**src/rtl/adf_multi_prog.sv**
```systemverilog
// adf_multi_prog: register image for NUM_CH ADF435x-class PLLs and a serial
// programmer that writes any channel subset over a shared D_CLK/D_OUT bus.
// Optional feature macro ADF_LOCK_WAIT_EN: wait for lock detect after each R0 latch.
`timescale 1ns/1ps
module adf_multi_prog #(
    parameter int unsigned NUM_CH   = 2,
    parameter int unsigned NUM_REGS = 6,
    parameter int unsigned CLK_DIV  = 5,
    parameter int unsigned LE_HOLD  = 2,
    parameter int unsigned LOCK_TMO = 50000,
    localparam int unsigned CH_W    = (NUM_CH > 1) ? $clog2(NUM_CH) : 1,
    localparam int unsigned IDX_W   = (NUM_REGS > 1) ? $clog2(NUM_REGS) : 1
) (
    input  logic              CLK,
    input  logic              RST,
    input  logic              cfg_we,
    input  logic [CH_W-1:0]   cfg_ch,
    input  logic [IDX_W-1:0]  cfg_idx,
    input  logic [31:0]       cfg_data,
    input  logic              start,
    input  logic [NUM_CH-1:0] start_mask,
    output logic              busy,
    output logic              done,
    output logic              D_CLK,
    output logic              D_OUT,
    output logic [NUM_CH-1:0] D_LE,
    input  logic [NUM_CH-1:0] lock_det,
    output logic [NUM_CH-1:0] lock_err
);

    localparam int unsigned DIV_W = $clog2(LE_HOLD * CLK_DIV + 1);

    typedef enum logic [3:0] {
        S_IDLE, S_SEL, S_LOAD, S_SHIFT_LO, S_SHIFT_HI,
        S_LE_SETUP, S_LE_PULSE, S_NEXT, S_DONE
`ifdef ADF_LOCK_WAIT_EN
        , S_LOCK_WAIT
`endif
    } state_t;

    state_t            state, state_n;
    logic [31:0]       image [NUM_CH][NUM_REGS];
    logic [NUM_CH-1:0] mask_r, mask_n;
    logic [CH_W-1:0]   ch_r, ch_n, sel_ch;
    logic [IDX_W-1:0]  idx_r, idx_n;
    logic [31:0]       shreg, shreg_n;
    logic [4:0]        bit_cnt, bit_cnt_n;
    logic [DIV_W-1:0]  div_cnt, div_n;
    logic              busy_n, done_n, d_clk_n, d_out_n;
    logic [NUM_CH-1:0] d_le_n;

`ifdef ADF_LOCK_WAIT_EN
    localparam int unsigned TMO_W = $clog2(LOCK_TMO + 1);
    logic [TMO_W-1:0]  tmo_cnt, tmo_n;
    logic [NUM_CH-1:0] lock_s1, lock_s2;
    logic [NUM_CH-1:0] lock_err_n;

    // Two-flop synchroniser for the asynchronous MUXOUT lock indicators
    always_ff @(posedge CLK or negedge RST) begin
        if (!RST) begin
            lock_s1 <= '0;
            lock_s2 <= '0;
        end else begin
            lock_s1 <= lock_det;
            lock_s2 <= lock_s1;
        end
    end
`else
    logic unused_lock;
    assign unused_lock = (^lock_det) | (LOCK_TMO == 0);
    assign lock_err    = '0;
`endif

    // Host register-image writes; out-of-range channel/index is dropped
    always_ff @(posedge CLK or negedge RST) begin
        if (!RST) begin
            for (int c = 0; c < int'(NUM_CH); c++)
                for (int r = 0; r < int'(NUM_REGS); r++)
                    image[c][r] <= '0;
        end else if (cfg_we && (32'(cfg_ch) < NUM_CH) && (32'(cfg_idx) < NUM_REGS)) begin
            image[cfg_ch][cfg_idx] <= cfg_data;
        end
    end

    // Lowest pending channel in the remaining mask
    always_comb begin
        sel_ch = '0;
        for (int i = int'(NUM_CH) - 1; i >= 0; i--)
            if (mask_r[i]) sel_ch = CH_W'(i);
    end

    // State register and registered datapath/outputs
    always_ff @(posedge CLK or negedge RST) begin
        if (!RST) begin
            state   <= S_IDLE;
            mask_r  <= '0;
            ch_r    <= '0;
            idx_r   <= '0;
            shreg   <= '0;
            bit_cnt <= '0;
            div_cnt <= '0;
            busy    <= 1'b0;
            done    <= 1'b0;
            D_CLK   <= 1'b0;
            D_OUT   <= 1'b0;
            D_LE    <= '0;
`ifdef ADF_LOCK_WAIT_EN
            tmo_cnt  <= '0;
            lock_err <= '0;
`endif
        end else begin
            state   <= state_n;
            mask_r  <= mask_n;
            ch_r    <= ch_n;
            idx_r   <= idx_n;
            shreg   <= shreg_n;
            bit_cnt <= bit_cnt_n;
            div_cnt <= div_n;
            busy    <= busy_n;
            done    <= done_n;
            D_CLK   <= d_clk_n;
            D_OUT   <= d_out_n;
            D_LE    <= d_le_n;
`ifdef ADF_LOCK_WAIT_EN
            tmo_cnt  <= tmo_n;
            lock_err <= lock_err_n;
`endif
        end
    end

    // Next-state and next-output logic
    always_comb begin
        state_n   = state;
        mask_n    = mask_r;
        ch_n      = ch_r;
        idx_n     = idx_r;
        shreg_n   = shreg;
        bit_cnt_n = bit_cnt;
        div_n     = div_cnt;
        busy_n    = busy;
        done_n    = 1'b0;
        d_clk_n   = D_CLK;
        d_out_n   = D_OUT;
        d_le_n    = D_LE;
`ifdef ADF_LOCK_WAIT_EN
        tmo_n      = tmo_cnt;
        lock_err_n = lock_err;
`endif
        case (state)
            S_IDLE: begin
                if (start) begin
                    mask_n = start_mask;
`ifdef ADF_LOCK_WAIT_EN
                    lock_err_n = lock_err & ~start_mask;
`endif
                    if (start_mask == '0) begin
                        state_n = S_DONE;
                    end else begin
                        busy_n  = 1'b1;
                        state_n = S_SEL;
                    end
                end
            end
            S_SEL: begin
                ch_n    = sel_ch;
                mask_n  = mask_r & ~(NUM_CH'(1) << sel_ch);
                idx_n   = IDX_W'(NUM_REGS - 1);
                state_n = S_LOAD;
            end
            S_LOAD: begin
                // First data bit is presented together with the shifter load
                shreg_n   = image[ch_r][idx_r];
                d_out_n   = image[ch_r][idx_r][31];
                d_clk_n   = 1'b0;
                bit_cnt_n = '0;
                div_n     = '0;
                state_n   = S_SHIFT_LO;
            end
            S_SHIFT_LO: begin
                if (div_cnt == DIV_W'(CLK_DIV - 1)) begin
                    div_n   = '0;
                    d_clk_n = 1'b1;
                    state_n = S_SHIFT_HI;
                end else begin
                    div_n = div_cnt + 1'b1;
                end
            end
            S_SHIFT_HI: begin
                if (div_cnt == DIV_W'(CLK_DIV - 1)) begin
                    div_n   = '0;
                    d_clk_n = 1'b0;
                    shreg_n = {shreg[30:0], 1'b0};
                    if (bit_cnt == 5'd31) begin
                        d_out_n = 1'b0;
                        state_n = S_LE_SETUP;
                    end else begin
                        d_out_n   = shreg[30];
                        bit_cnt_n = bit_cnt + 1'b1;
                        state_n   = S_SHIFT_LO;
                    end
                end else begin
                    div_n = div_cnt + 1'b1;
                end
            end
            S_LE_SETUP: begin
                if (div_cnt == DIV_W'(LE_HOLD * CLK_DIV - 1)) begin
                    div_n   = '0;
                    d_le_n  = NUM_CH'(1) << ch_r;
                    state_n = S_LE_PULSE;
                end else begin
                    div_n = div_cnt + 1'b1;
                end
            end
            S_LE_PULSE: begin
                if (div_cnt == DIV_W'(LE_HOLD * CLK_DIV - 1)) begin
                    div_n   = '0;
                    d_le_n  = '0;
                    state_n = S_NEXT;
                end else begin
                    div_n = div_cnt + 1'b1;
                end
            end
            S_NEXT: begin
                if (idx_r != '0) begin
                    idx_n   = idx_r - 1'b1;
                    state_n = S_LOAD;
                end else begin
`ifdef ADF_LOCK_WAIT_EN
                    tmo_n   = '0;
                    state_n = S_LOCK_WAIT;
`else
                    state_n = (mask_r != '0) ? S_SEL : S_DONE;
`endif
                end
            end
`ifdef ADF_LOCK_WAIT_EN
            S_LOCK_WAIT: begin
                if (lock_s2[ch_r] || (tmo_cnt == TMO_W'(LOCK_TMO - 1))) begin
                    if (!lock_s2[ch_r]) lock_err_n[ch_r] = 1'b1;
                    state_n = (mask_r != '0) ? S_SEL : S_DONE;
                end else begin
                    tmo_n = tmo_cnt + 1'b1;
                end
            end
`endif
            S_DONE: begin
                busy_n  = 1'b0;
                done_n  = 1'b1;
                state_n = S_IDLE;
            end
            default: state_n = S_IDLE;
        endcase
    end

endmodule
```
**config.mk**
```make
export PLATFORM = sky130hd
export DESIGN_NAME = adf_multi_prog
export DESIGN_NICKNAME = d
export VERILOG_FILES = /design/src/rtl/adf_multi_prog.sv
export SDC_FILE = /design/constraint.sdc
export NUM_CORES = 1
export LEC_CHECK = 0
export CORE_MARGIN = 2
export CORE_UTILIZATION = 50
export CTS_BUF_LIST = sky130_fd_sc_hd__clkbuf_2 sky130_fd_sc_hd__clkbuf_4 sky130_fd_sc_hd__clkbuf_8
export DETAILED_ROUTE_END_ITERATION = 7
export GPL_TIMING_DRIVEN = 0
export PLACE_DENSITY = 0.68
export SLEW_MARGIN = 30
export SYNTH_ARGS = -nofsm -noshare
export SYNTH_HDL_FRONTEND = slang
export SYNTH_SLANG_ARGS = --single-unit
```
**constraint.sdc**
```tcl
create_clock -name CLK -period 2.35 [get_ports CLK]
set_clock_uncertainty 0.1 [all_clocks]
set_input_delay 0.47 -clock CLK [delete_from_list [all_inputs] [get_ports CLK]]
set_output_delay 0.47 -clock CLK [all_outputs]
set_load 0.01 [all_outputs]
```
Word level (Yosys, flattened, before mapping)

Index checks and enable logic that the tools add are counted.
Widths: inputs -> output; s select.

Equality and inequality tests: 19
Shifts and indexed selects: 2
Reductions and logical operators: 24
Order comparisons: 7
Add/sub/neg operators: 3
Multiplexer cells: 48
Bitwise gates (word level): 6

Operator list:

| cell               | number |
|---|---|
| $mux 192           | 4 |
| $bwmux 384         | 1 |
| $demux 192 s1      | 1 |
| $bmux 32 s3        | 1 |
| $demux 32 s3       | 1 |
| $mux 32            | 3 |
| $pmux 31 s2        | 1 |
| $mux 4             | 10 |
| $pmux 4 s8         | 1 |
| $mux 31            | 1 |
| $eq 4x3->1 const B | 5 |
| $ne 2x2->1 const B | 8 |
| $pmux 4 s3         | 1 |
| $reduce_and 3->1   | 4 |
| $reduce_bool 2->1  | 6 |
| $mux 5             | 2 |
| $pmux 5 s2         | 1 |
| $mux 1             | 9 |
| $reduce_bool 3->1  | 3 |
| $eq 4x2->1 const B | 2 |
| $eq 4x4->1 const B | 2 |
| $ge 4x4->1 const B | 2 |
| $not 3->4          | 2 |
| $pmux 2 s2         | 2 |
| 24 further kinds   | 36 |

Flip-flop bits (word level): 440
Word-level logic and storage cells: 133

Longest topological paths before layout

Gate-level depths: netlist (run 1).

Depth after elaboration: 8
Mapped depth: 9
Mapped depth without buffers: 7

Least setup slack after synthesis (run 1)

OpenSTA, ideal clock, no wires.

Path type: flip-flop to flip-flop
Start point: register idx_r[1]
End point: register state[1]
Clock period less this slack: 2.051 ns
Path buffers: 2
Stages on the path, launching flop included: 9
Path slack: 0.299 ns
Library setup time: 0.094 ns
Arrival: 1.857 ns
Cell sequence: dfrtp_1 -> buf_2 -> buf_1 -> inv_1 -> ha_1 -> nor2b_1 -> nor3_1 -> nor2_1 -> a211oi_1

Word-level cells in the longest chain between the ends: 3

RTL lines:

| element                | line | source |
|---|---|---|
| start, declared        | 45   | `logic [IDX_W-1:0] idx_r, idx_n;` |
| start signal, assigned | 115  | `idx_r <= idx_n;` |
| $reduce_bool 3->1      | 224  | `if (idx_r != '0) begin` |
| $mux 4                 | 224  |  |
| $pmux 4 s8             | 149  | `case (state)` |
| end signal, assigned   | 112  | `state <= state_n;` |
| end, declared          | 41   | `state_t state, state_n;` |

No other way between the ends.
A chain may end at the register's enable or synchronous reset.

Worst setup path in the final report (run 1)

Start point: register idx_r[1]
End point: register idx_r[0]

Word-level cells in the longest chain between the ends: 3

RTL lines:

| element                    | line |
|---|---|
| $reduce_bool 3->1          | 224 |
| $ne 2x2->1 (no line)       | - |
| $reduce_and 2->1 (no line) | - |

No other way between the ends.

==> impl_metrics.env, run 1 <==
export IMPL_drtAntennaViolNets=0
export IMPL_drive_gt1_share_pct=39.5
export IMPL_synth_top_family_by_area="multiplexers"
export IMPL_finalWeightedCongestion=0.828
export IMPL_remaining_drc_errors=0
export IMPL_leakage_nw=9.79
export IMPL_coreArea_um2=40600
export IMPL_syn_inst=1494
export IMPL_start_util_pct=50.3
export IMPL_die_x_um=206
export IMPL_ctsRootBufferMaster="clkbuf_8"
export IMPL_yosysTopAreaCellShare_pct=54.0
export IMPL_rsz0062_at_grt="yes"
export IMPL_crit_fanout=10
export IMPL_maxCapViolCount=0
export IMPL_h_tree_depth=3
export IMPL_r2r_cells=9
export IMPL_io_pins=52
export IMPL_whs_ps=295
export IMPL_hold_class="input pin to asynchronous set/reset pin"
export IMPL_yosys_area_share_simple_pct=5.19
export IMPL_crit_path_end_kind="flop"
export IMPL_worst_r2r_endpoint="idx_r[0]$_DFFE_PN0P_"
export IMPL_fmax_mhz=439
export IMPL_fin_crit_ps=2280
export IMPL_avgSynthCellArea_um2=13.7
export IMPL_syn_area_um2=20400
export IMPL_synth_mux_area_share_pct=31.6
export IMPL_cts_tree="done"
export IMPL_grt_ovfl_total=0
export IMPL_insertion_delay_ps=630
export IMPL_synth_compound_area_share_pct=5.14
export IMPL_antenna_found_initial=0
export IMPL_viasPerCell=5.87
export IMPL_drt_iter0_drc=759
export IMPL_dr_pass1_iters=6
export IMPL_synthXorXnorAreaFrac_pct=0.172
export IMPL_post_place_ws_ps=-516
export IMPL_postSynth_asyncResetShare_pct=100
export IMPL_wl_per_cell_um=23.1
export IMPL_n_antenna_cell=0
export IMPL_cts_buffers=77
export IMPL_start_kind="flop"
export IMPL_critPathKind="flop to flop"
export IMPL_fin_nets=1679
export IMPL_grt_pass1_wl_mm=78.9
export IMPL_synthAdderAreaFrac_pct=0.429
export IMPL_portBuffers=47
export IMPL_final_common_cell="dfrtp_1"
export IMPL_clk_pin_slew_ps=60
export IMPL_p_per_area_nw_per_um2=1090
export IMPL_worstPathArrival_ps=2710
export IMPL_hpwl_mm=33.0
export IMPL_cts_sinks=440
export IMPL_endpoint="idx_r[0]$_DFFE_PN0P_"
export IMPL_ir_worst_vdd_mv=0.516
export IMPL_dieArea_um2=42400
export IMPL_layout_common_cells="dfrtp_1, mux2_2, clkbuf_8"
export IMPL_startpoint="idx_r[1]$_DFFE_PN0P_"
export IMPL_fin_crit_sh_pct=96.9
export IMPL_synth_seq_area_share_pct=54.0
export IMPL_hold_viol=0
export IMPL_crit_required_ps=2780
export IMPL_ys_top_cells_by_area="dfrtp_1, mux2_2, mux4_2, mux2i_1, nand2_1"
export IMPL_synth_flop_cell="dfrtp_1"
export IMPL_fp_row_count=74
export IMPL_syn2layout_area_growth_pct=14.7
export IMPL_status="finished clean"
export IMPL_slew_viol_final=0
export IMPL_wl_mm=51.0
export IMPL_r2r_slack_ps=70
export IMPL_ys_types=56
export IMPL_total_power_w=0.0255
export IMPL_grt_total_usage_pct=24.9
export IMPL_worstReg2RegStart="idx_r[1]$_DFFE_PN0P_"
export IMPL_synth_seq_cells=440
export IMPL_clk_path_buf_depth=3
export IMPL_tightest_slew_ps=931
export IMPL_relSlewSlack_pct=37.9
export IMPL_yosys_area_top_type="dfrtp_1"
export IMPL_yosys_warnings=0
export IMPL_grt_max_degree=85
export IMPL_die_h_um=206
export IMPL_synth_edf_count=0
export IMPL_worst_slack_ps=73.3
export IMPL_setup_violations=0
export IMPL_vias=13000
export IMPL_grt_pass1_vias=13500
## per-layer routing
metal	track usage (%)	wire length, um
met5	0	0
met4	9.18	1800
met1	34.5	22400
met2	39.5	24000
met3	4.64	2780
## flip-flops by register name (all words and copies together) (netlist names), 2 cells and up
name,flops
state,4
mask_r,2
bit_cnt,5
div_cnt,4
idx_r,3
shreg,31
D_LE,2
image,384
## worst min-delay path by stage
stage	end	slack, ps
floorplan	D_CLK$_DFFE_PN0P_	70
global placement	image[165]$_DFFE_PN0P_	370
detailed placement	image[281]$_DFFE_PN0P_	350
CTS	image[68]$_DFFE_PN0P_	290
global route	image[281]$_DFFE_PN0P_	330
finish	image[89]$_DFFE_PN0P_	300
## final cells by class
type,count,area (um2)
inverter,10,37.5
timing repair buffer,55,651
clock inverter,8,128
fill,3347,17100
sequential,440,11000
tap,532,666
buffer,139,706
multi-input combinational,905,8710
clock buffer,120,1500
## critical path: stages (launching register included)
cell and delay, ps:
dfrtp_1 440, buf_4 240, buf_4 250, inv_1 90
ha_1 190, nor2b_1 150, nor3_2 250, buf_4 170
nor3b_1 50, a21oi_1 240
## stage by stage
stage	setup TNS, ps	util, %	instances	instance area [um2]
2_1_floorplan	0	-	1495	20400
3_3_place_gp	-8165210	53.1	2074	21500
3_5_place_dp	-119080	53.5	2079	21700
4_1_cts	0	57.5	2207	23300
5_1_grt	-5.83	57.7	2209	23400
6_report	0	57.7	2209	23400
## Yosys cell counts, drive strengths merged (5+ instances only)
cell type and count:
nor3 6, mux2 384, clkbuf 65, o31a 30
mux4 65, nand2 77, ha 7, nand2b 10
o22ai 31, nor4b 5, inv 10, dfrtp 440
buf 75, nand3b 6, nand3 38, a21oi 37
o21ai 42, mux2i 66, o2bb2ai 5, nor2 50
## what timing repair did
action                                 in CTS  in global routing
hold buffers                                1                  0
buffers inserted                            0                  2
gates resized for setup                     8                 19
pin swaps                                   0                  2
setup endpoints to repair                  24                 33
endpoints found under the hold margin      61                  0
## report_power, final
part,internal (W),switching (W),total (W),leakage (nW)
clock network,0.00435,0.00309,0.00743,0.864
registers,0.00953,0.00102,0.0105,5.39
logic,0.00387,0.00363,0.00749,3.54
total,0.0177,0.00773,0.0255,9.79
## kinds of logic (layout without fill, tap and decap cells)
| logic type | after synthesis | count (layout) |
|---|---|---|
| compound gates | 164 | 164 |
| xor+xnor | 4 | 4 |
| fa+ha+maj | 7 | 7 |
| buf+inv | 150 | 332 |
| flops | 440 | 440 |
| mux | 515 | 515 |
| other cells | 1 | 2 |
| simple gates | 213 | 213 |
(Power assumes the default switching activity.)
==> run 2: changes to the inputs <==
--- a/config.mk
+++ b/config.mk
@@ -5,11 +5,11 @@
 export SDC_FILE = /design/constraint.sdc
 export NUM_CORES = 1
 export LEC_CHECK = 0
-export CORE_MARGIN = 2
+export CORE_MARGIN = 5
 export CORE_UTILIZATION = 50
-export CTS_BUF_LIST = sky130_fd_sc_hd__clkbuf_2 sky130_fd_sc_hd__clkbuf_4 sky130_fd_sc_hd__clkbuf_8
+export CTS_BUF_LIST = sky130_fd_sc_hd__clkbuf_16
 export DETAILED_ROUTE_END_ITERATION = 7
-export GPL_TIMING_DRIVEN = 0
+export GPL_TIMING_DRIVEN = 1
 export PLACE_DENSITY = 0.68
 export SLEW_MARGIN = 30
 export SYNTH_ARGS = -nofsm -noshare
==> run 2 against run 1 <==
  * Hold slack improved by 42 ps
  * Via count fell by 4.7%
  * Register-to-register slack improved by 180 ps
  * Flip-flop and latch count did not move
  * Critical path depth fell by 4
  * Non-clock buffer count fell by 65
  * Maximum frequency rose by 8.6%
  * Clock power fell by 9.7%
==> impl_metrics.env, run 2 (same netlist as run 1, synthesis figures left out) <==
export IMPL_status="finished clean"
export IMPL_rsz0062_at_grt="no"
export IMPL_slew_viol_final=0
export IMPL_start_util_pct=50.2
export IMPL_p_per_area_nw_per_um2=1040
export IMPL_crit_slowest_cell="dfrtp_4"
export IMPL_fin_util_pct=57.6
export IMPL_grt_max_degree=72
export IMPL_grt_total_usage_pct=21.1
export IMPL_drive_gt1_share_pct=38.3
export IMPL_drtAntennaViolNets=0
export IMPL_die_h_um=212
export IMPL_fin_nets=1583
export IMPL_dieArea_um2=45000
export IMPL_path_cells="buf_12 > mux4_2 > nand2_1 > a21oi_1 > o31a_1"
export IMPL_wl_mm=46.0
export IMPL_fp_row_count=74
export IMPL_crit_path_end_kind="flop"
export IMPL_setup_violations=0
export IMPL_tightest_slew_ps=640
export IMPL_clk_path_buf_depth=3
export IMPL_top_regs="image: 384 flops, shreg: 31 flops, bit_cnt: 5 flops"
export IMPL_worstReg2RegStart="ch_r$_DFFE_PN0P_"
export IMPL_wl_per_cell_um=22.0
export IMPL_ctsRootBufferMaster="clkbuf_16"
export IMPL_relSlewSlack_pct=57.2
export IMPL_crit_cells=5
export IMPL_clk_pin_slew_ps=60
export IMPL_fin_crit_sh_pct=89.2
export IMPL_startpoint="ch_r$_DFFE_PN0P_"
export IMPL_postCtsHoldBufs=1
export IMPL_die_x_um=212
export IMPL_ir_worst_vdd_mv=0.614
export IMPL_final_common_cell="dfrtp_1"
export IMPL_antenna_found_initial=1
export IMPL_critPathKind="flop to flop"
export IMPL_cp_buffers_inverters=1
export IMPL_cts_setup_buffers=0
export IMPL_whs_ps=338
export IMPL_n_antenna_cell=0
export IMPL_vias=12400
export IMPL_max_flop_register="image"
export IMPL_cts_sinks=440
export IMPL_largest_reg_flops=384
export IMPL_hpwl_mm=28.2
export IMPL_finalWeightedCongestion=0.772
export IMPL_endpoint="shreg[9]$_DFFE_PN0P_"
export IMPL_fmax_mhz=477
export IMPL_critical_path_top_delay_family="flip-flops"
export IMPL_h_tree_depth=2
export IMPL_cts_buffers=46
export IMPL_grt_ovfl_total=0
export IMPL_remaining_drc_errors=0
export IMPL_fill_cells=3224
export IMPL_grt_pass1_vias=13300
export IMPL_coreArea_um2=40600
export IMPL_r2r_cells=5
export IMPL_crit_required_ps=2700
export IMPL_worstPathArrival_ps=2450
export IMPL_r2r_slack_ps=250
export IMPL_worst_r2r_endpoint="shreg[9]$_DFFE_PN0P_"
export IMPL_maxCapViolCount=0
export IMPL_hold_viol=0
export IMPL_drt_iter0_drc=681
export IMPL_leakage_nw=9.68
export IMPL_fin_crit_ps=2100
export IMPL_syn2layout_area_growth_pct=14.8
export IMPL_layout_common_cells="dfrtp_1, mux2_2, nand2_1"
export IMPL_grt_pass1_wl_mm=74.7
export IMPL_dr_pass1_iters=5
export IMPL_crit_path_max_incr_delay_ps=590
export IMPL_start_kind="flop"
export IMPL_crit_fanout=21
export IMPL_insertion_delay_ps=570
export IMPL_io_pins=52
export IMPL_viasPerCell=5.90
export IMPL_post_cts_resized=0
export IMPL_cts_tree="done"
export IMPL_hold_class="input pin to asynchronous set/reset pin"
export IMPL_portBuffers=47
==> run 2: power by group <==
group | leakage (nW) | internal [W] | switching [W]
combinational | 3.59 | 0.00388 | 0.00315
sequential | 5.38 | 0.00953 | 0.00108
clock | 0.710 | 0.00383 | 0.00289
total | 9.68 | 0.0172 | 0.00712
==> run 2: final cells by class <==
cell class,count,area (um2),share of cell area [%]
Sequential cell,440,11000,47.0
Tap cell,532,666,2.84
Clock buffer,49,1230,5.24
Multi-Input combinational cell,905,8750,37.4
Inverter,10,37.5,0.160
Clock inverter,30,150,0.641
Timing Repair Buffer,129,1570,6.70
==> run 2: worst min path at each step <==
stage	startpoint	to	slack, ps	cells past startpoint
finish	RST	shreg[25]$_DFFE_PN0P_	340	2
global route	RST	image[343]$_DFFE_PN0P_	370	2
CTS	RST	image[285]$_DFFE_PN0P_	330	2
detailed placement	RST	shreg[25]$_DFFE_PN0P_	320	1
global placement	RST	shreg[25]$_DFFE_PN0P_	320	1
floorplan	RST	D_CLK$_DFFE_PN0P_	70	0
==> run 2: stage by stage <==
stage                     power, W  std cells  instance area (um2)  setup WS (ps)  TNS [ps]
after floorplan             0.0158       1495                20400            299         0
after global placement      0.0175       2015                22000           10.0         0
after detailed placement    0.0178       2015                22000          -31.5     -90.9
after CTS                   0.0246       2095                23400            222         0
after global routing        0.0258       2095                23400            168         0
final                       0.0244       2095                23400            253         0
==> run 2: metal layers <==
layer	track usage [%]	wire [um]	up-vias	share of wire (%)
li1	-	-	5537	-
met1	30.5	21200	6522	46
met2	34.0	22000	233	48
met3	3.35	1960	65	4.3
met4	5.20	845	2	1.8
met5	0	7	-	0.015
